**src/rtl/dpram_access_ctrl.sv**
```systemverilog
// dpram_access_ctrl
//   Access controller in front of a DEPTH x DATA_W dual-port RAM with registered
//   read data. After reset it clears the array two words per cycle (INIT). It
//   then serves two clients, A and B, each on its own RAM port (RUN). When both
//   clients hit the same address and at least one writes, only the client named
//   by the alternating priority bit is acked. The priority then flips to the
//   loser, so under persistent conflict the two clients take turns.
//
// Ports
//   clk, rst                 clock, asynchronous active-high reset
//   req_x, we_x, addr_x,     client x request (held until ack_x), write enable,
//   wdata_x                  address, write data
//   ack_x                    combinational accept for this cycle
//   rvalid_x, rdata_x        read data valid (registered) / RAM read data
//   busy                     high while the array is being cleared
//   coll_cnt                 saturating collision count
//   ram_we_x, ram_addr_x,    RAM port x drive
//   ram_din_x, ram_dout_x    RAM port x write data / registered read data
module dpram_access_ctrl #(
    parameter int ADDR_W = 3,
    parameter int DATA_W = 8
) (
    input  logic              clk,
    input  logic              rst,
    input  logic              req_a,
    input  logic              req_b,
    input  logic              we_a,
    input  logic              we_b,
    input  logic [ADDR_W-1:0] addr_a,
    input  logic [ADDR_W-1:0] addr_b,
    input  logic [DATA_W-1:0] wdata_a,
    input  logic [DATA_W-1:0] wdata_b,
    output logic              ack_a,
    output logic              ack_b,
    output logic              rvalid_a,
    output logic              rvalid_b,
    output logic [DATA_W-1:0] rdata_a,
    output logic [DATA_W-1:0] rdata_b,
    output logic              busy,
    output logic [7:0]        coll_cnt,
    output logic              ram_we_a,
    output logic              ram_we_b,
    output logic [ADDR_W-1:0] ram_addr_a,
    output logic [ADDR_W-1:0] ram_addr_b,
    output logic [DATA_W-1:0] ram_din_a,
    output logic [DATA_W-1:0] ram_din_b,
    input  logic [DATA_W-1:0] ram_dout_a,
    input  logic [DATA_W-1:0] ram_dout_b
);

    typedef enum logic {ST_INIT, ST_RUN} state_e;

    // The clear walks word pairs, so the counter is one bit narrower than the
    // address; its all-ones value marks the last pair.
    localparam logic [ADDR_W-2:0] INIT_LAST = '1;

    state_e              state_q;
    logic [ADDR_W-2:0]   init_cnt_q;
    logic                pri_q;        // 0: A wins the next collision, 1: B
    logic [7:0]          coll_cnt_q;
    logic [7:0]          coll_cnt_d;
    logic                rvalid_a_q, rvalid_b_q;
    logic                rvalid_a_d, rvalid_b_d;
    logic                run;
    logic                coll;

    assign run  = (state_q == ST_RUN);
    assign coll = req_a & req_b & (addr_a == addr_b) & (we_a | we_b);

    // Without a collision both requests go through; with one, only the
    // priority holder does. Nothing is acked while the array is being cleared.
    assign ack_a = run & req_a & (~coll | ~pri_q);
    assign ack_b = run & req_b & (~coll |  pri_q);

    assign rvalid_a_d = ack_a & ~we_a;
    assign rvalid_b_d = ack_b & ~we_b;
    assign coll_cnt_d = (coll_cnt_q == 8'hFF) ? coll_cnt_q : coll_cnt_q + 8'd1;

    always_comb begin
        // NOTE: every output gets a default first so no path leaves it unassigned (no latch).
        ram_we_a   = 1'b0;
        ram_we_b   = 1'b0;
        ram_addr_a = '0;
        ram_addr_b = '0;
        ram_din_a  = '0;
        ram_din_b  = '0;
        if (!run) begin
            // Clearing: port A takes the even word, port B the odd word. This
            // is also what the RAM sees while rst is held.
            ram_we_a   = 1'b1;
            ram_we_b   = 1'b1;
            ram_addr_a = {init_cnt_q, 1'b0};
            ram_addr_b = {init_cnt_q, 1'b1};
        end else begin
            if (ack_a) begin
                ram_we_a   = we_a;
                ram_addr_a = addr_a;
                ram_din_a  = wdata_a;
            end
            if (ack_b) begin
                ram_we_b   = we_b;
                ram_addr_b = addr_b;
                ram_din_b  = wdata_b;
            end
        end
    end

    // NOTE: state registers use non-blocking assignments so every flop samples pre-edge values.
    always_ff @(posedge clk or posedge rst) begin
        if (rst) begin
            state_q    <= ST_INIT;
            init_cnt_q <= '0;
            pri_q      <= 1'b0;
            coll_cnt_q <= '0;
            rvalid_a_q <= 1'b0;
            rvalid_b_q <= 1'b0;
        end else begin
            case (state_q)
                ST_INIT: begin
                    init_cnt_q <= init_cnt_q + 1'b1;
                    rvalid_a_q <= 1'b0;
                    rvalid_b_q <= 1'b0;
                    if (init_cnt_q == INIT_LAST) begin
                        state_q <= ST_RUN;
                    end
                end
                ST_RUN: begin
                    rvalid_a_q <= rvalid_a_d;
                    rvalid_b_q <= rvalid_b_d;
                    if (coll) begin
                        pri_q      <= ~pri_q;
                        coll_cnt_q <= coll_cnt_d;
                    end
                end
                default: state_q <= ST_INIT;
            endcase
        end
    end

    assign busy     = ~run;
    assign coll_cnt = coll_cnt_q;
    assign rvalid_a = rvalid_a_q;
    assign rvalid_b = rvalid_b_q;
    assign rdata_a  = ram_dout_a;
    assign rdata_b  = ram_dout_b;

endmodule

```
**config.mk**
```make
export PLATFORM = sky130hd
export DESIGN_NAME = dpram_access_ctrl
export DESIGN_NICKNAME = d
export VERILOG_FILES = /design/src/rtl/dpram_access_ctrl.sv
export SDC_FILE = /design/constraint.sdc
export NUM_CORES = 1
export LEC_CHECK = 0
export BUFFER_PORTS_ARGS = -buffer_cell sky130_fd_sc_hd__buf_2
export CAP_MARGIN = 0
export CORE_MARGIN = 4
export CORE_UTILIZATION = 39
export DETAILED_ROUTE_END_ITERATION = 6
export PLACE_DENSITY_LB_ADDON = 0.1
export SETUP_SLACK_MARGIN = 0.02
export SYNTH_ARGS = -nofsm -noshare
export SYNTH_HDL_FRONTEND = slang
export SYNTH_SLANG_ARGS = --single-unit
```
**constraint.sdc**
```tcl
create_clock -name clk -period 7.9 [get_ports clk]
set_clock_uncertainty 0.15 [all_clocks]
set_input_delay 1.975 -clock clk [delete_from_list [all_inputs] [get_ports clk]]
set_output_delay 1.975 -clock clk [all_outputs]
set_load 0.01 [all_outputs]
```
==> impl_results.rst <==
.. list-table::
   :header-rows: 1

   * - Metric
     - Value
   * - Run status
     - finished clean
   * - Pin count of the biggest net entering global routing
     - 16
   * - Number of standard cells in the layout, taps in and fillers out
     - between 150 and 200
   * - Core occupancy in the finished layout
     - between 50% and 60%
   * - Combined area of the multi-input logic cells
     - between 400 and 500 µm²
   * - Mapped Nets
     - 154
   * - Start of the worst register-to-register path
     - coll_cnt[0]
   * - Required arrival time at the worst endpoint
     - between 5 and 6 ns
   * - Footprint of the flip-flops and latches
     - ~350 µm²
   * - Number of vias in the routed layout
     - approximately 900
   * - Critical path data arrival time
     - 3.55 ns
   * - Post-route setup TNS
     - 0 ns
   * - Crit path max-delay cell type
     - or4_4
   * - Worst-Margin Slew
     - 0.547 ns
   * - Category of the worst setup path launch point
     - input pin
   * - Fraction of final layout cells sized beyond drive strength 1
     - 48.1%
   * - Residual antenna-violating net count after detailed routing
     - 0
   * - Post-synthesis sequential element count
     - 14
   * - Ant. Diodes
     - 0
   * - Biggest fanout along the worst timing path
     - 13
   * - Crit path largest cell delay
     - 0.60 ns
   * - Synthesized instance count
     - 108
   * - Sequential share of the synthesized area
     - 35.2%
   * - Hold Path Sink
     - init_cnt_q[0]
   * - Final routed wirelength across all metal layers
     - 2310 µm
   * - Worst path most repeated cell
     - buf_2
   * - Proportion of synthesized flip-flops having asynchronous set or reset
     - 100%
   * - Max-cap violations
     - 0
   * - Leakage dissipation
     - 0.748 nW
   * - Iteration count of the initial detailed-routing pass
     - 4
   * - CTS H-tree depth
     - 1
   * - Unrepaired setup endpoints after global routing
     - false
   * - Final routed wire length divided by cell count
     - 12.4 µm
   * - Startpoint-to-endpoint class of the critical path
     - input pin to output pin
   * - Final worst hold slack
     - about 0.35 ns
   * - Layout overhead on the synthesized area
     - 25.3%
   * - Io pins
     - 97
   * - Wire length of the first global-routing pass
     - ~3700 µm
   * - Total internal power
     - about 0.14 mW
   * - Total Power
     - approximately 0.20 mW
   * - Buffering stage count on the worst path with inverters included
     - 2
   * - Ys flop type
     - dfrtp_1
   * - Count of yosys warnings during synthesis
     - 0
   * - Ordered list of cells on the worst path
     - buf_2 > xor2_1 > or4_4 > o211a_1 > a21o_1 > buf_2
   * - Cell family with the largest share of critical-path delay
     - simple AND/OR/NAND/NOR gates
   * - Switching part of the total
     - 31.0%
   * - Hold Violations, Final
     - 0
   * - Power Dens Cells
     - between 150 and 200 mW/mm²
   * - Number of nets in the layout
     - 203
   * - Post-cts hold buffer count
     - 0
   * - Cell at the root of the clock tree
     - clkbuf_4
   * - Unique masters post-synth
     - 26
   * - Number of flops mapped to enable cells by yosys
     - 0
   * - Peak supply drop
     - 0.167 mV
   * - Leading post-synthesis cells by cell area
     - dfrtp_1, buf_4, and2_1
   * - Hold path cells
     - 1
   * - Clock share of power
     - 26.0%
   * - Power dissipated by switching net loads
     - ~0.06 mW
   * - Total core area
     - 0.00245 mm²
   * - Clock tree buffer depth
     - 2
   * - Worst setup EP type
     - output pin
   * - Post-route DRC
     - 0
   * - RD Place Congestion
     - 0.731
   * - # port buffers
     - 64
   * - R2R depth
     - 5
   * - Worst-Skew Late Latency
     - 0.28 ns
   * - Count of fill cells added during filler insertion
     - 247
   * - Area of the mapped netlist
     - 995 µm²
   * - Final HPWL DP
     - 1910 µm
   * - GR Overflow Total
     - 0
   * - Share of the clock period used by the worst path
     - a little under three quarters
   * - Total die area
     - 0.00342 mm²
   * - Portion of total power attributed to combinational logic
     - 28.3%
   * - Number of global-route vias before repair
     - ~840
   * - Sequential cell fraction of total power
     - 45.7%
   * - Cts bufs inserted
     - 3
   * - Pins Over Slew Limit
     - 0
   * - Die X-Extent
     - 58.5 µm
   * - Total setup buffers inserted after CTS
     - 0
   * - Portion of synthesized cell area occupied by the leading cell type
     - 35.2%
   * - Number of violations reported at the end of detailed-routing iteration 0
     - 12
   * - Die Span Y
     - 58.5 µm
   * - TritonCTS clock tree
     - built
   * - FP Rows
     - 18
   * - Shortest clock period the worst path allows after layout
     - 5.67 ns
   * - Worst relative slew slack
     - a little under two thirds
   * - CTS sink count
     - 14
   * - Leading area contributor after synthesis
     - dfrtp_1
   * - Setup-failing EPs final
     - 0
   * - Timing-limited maximum frequency
     - 176 MHz
   * - Clk slew on worst S/H paths
     - about 0.090 ns
   * - Internal reg-to-reg setup slack
     - 6.18 ns
   * - Reg2Reg Capture Point
     - coll_cnt[1]
   * - Class of the tightest hold or removal check
     - flip-flop to flip-flop
   * - Routed vias/inst
     - about 4.8
   * - Average cell area after synthesis
     - 9.21 µm²
   * - Initial core utilization
     - 40.5%
   * - Source of the critical timing path
     - addr_b[1]
   * - CTS resizes
     - 0
   * - Total Routing Usage GR
     - 13.5%
   * - Initial antenna violation count
     - 0
   * - Hold path startpoint
     - init_cnt_q[0]
   * - Placed Cells incl. Taps
     - around 180
flip-flops by register name, summed over array words and instances, names as in the netlist:
signal and cells:
coll_cnt 8, init_cnt_q 2, pri_q 1, run 1, rvalid_a 1, rvalid_b 1
power by group through the flow:
stage	clock, mW	sequential, mW	combinational, mW
final	0.0514	0.0903	0.0558
after global routing	0.0587	0.0920	0.0619
after CTS	0.0543	0.0906	0.0567
after detailed placement	0	0.0921	0.0566
after global placement	0	0.0919	0.0557
after floorplan	0	0.0945	0.0365
metal layers:
layer / global-route usage (%) / part of all wire [%] / vias to the layer above
li1: - / - / 440
met1: 17.2 / 42 / 403
met2: 21.2 / 48 / 38
met3: 5.70 / 8.6 / 6
met4: 2.98 / 0.56 / 0
met5: 0 / 0 / -
cell families after synthesis:
kind of cell	count (synthesis)	share of synthesized area (%)
simple gates	45	26.2
buf+inv	23	15.5
flops	14	35.2
xor+xnor	11	9.69
compound gates	10	7.55
mux	3	3.40
fa+ha+maj	2	2.52
per-stage QoR:
stage / worst slack (ns) / instance area, µm²
floorplan: 2.49 / 995
finish: 2.23 / 1250
global route: 2.12 / 1250
CTS: 2.21 / 1250
global placement: 2.26 / 1210
detailed placement: 2.21 / 1210
cell usage in the layout, fill, tap and decap left out, drive strengths merged:
master / netlist / final
a21o: 4 / 4
and2: 17 / 17
buf: 17 / 64
clkbuf: 3 / 4
dfrtp: 14 / 14
ha: 2 / 2
inv: 3 / 3
mux2: 3 / 3
nand2: 6 / 6
nand2b: 1 / 1
nand3: 1 / 1
nand4: 4 / 4
nor2: 3 / 3
nor2b: 3 / 3
nor3: 6 / 6
nor4: 2 / 2
o211a: 1 / 1
o211ai: 2 / 2
o21ai: 2 / 2
o21ba: 1 / 1
or2: 1 / 1
or4: 1 / 1
xnor2: 2 / 2
xor2: 9 / 9
cell type report:
| type | instances | share of cell area [%] |
|---|---|---|
| tap | 30 | 3.01 |
| timing repair buffer | 64 | 25.7 |
| clock buffer | 4 | 2.91 |
| sequential | 14 | 28.1 |
| multi-input combinational | 71 | 39.4 |
| inverter | 3 | 0.904 |
synthesized netlist by cell type (all sizes together), types with 3 or more instances:
master  count
and2       17
buf        17
dfrtp      14
xor2        9
nand2       6
nor3        6
a21o        4
nand4       4
clkbuf      3
inv         3
mux2        3
nor2        3
nor2b       3
worst reg2reg max path, cell delays in order (launching register included):
cell	delay, ns
dfrtp_1	0.40
ha_1	0.24
nand3_1	0.09
nor2_1	0.34
nor3_2	0.11
mux2_2	0.28
worst max path at each step:
stage | cells past startpoint | endpoint | slack [ns]
final | 6 | ram_addr_a[2] | 2.23
after global routing | 6 | ram_din_a[5] | 2.12
after CTS | 6 | ram_din_a[5] | 2.21
after floorplan | 5 | ram_addr_a[0] | 2.49
after detailed placement | 6 | ram_din_a[5] | 2.21
after global placement | 6 | ram_addr_a[2] | 2.26
Note: power is estimated with default switching activity, not from simulation.
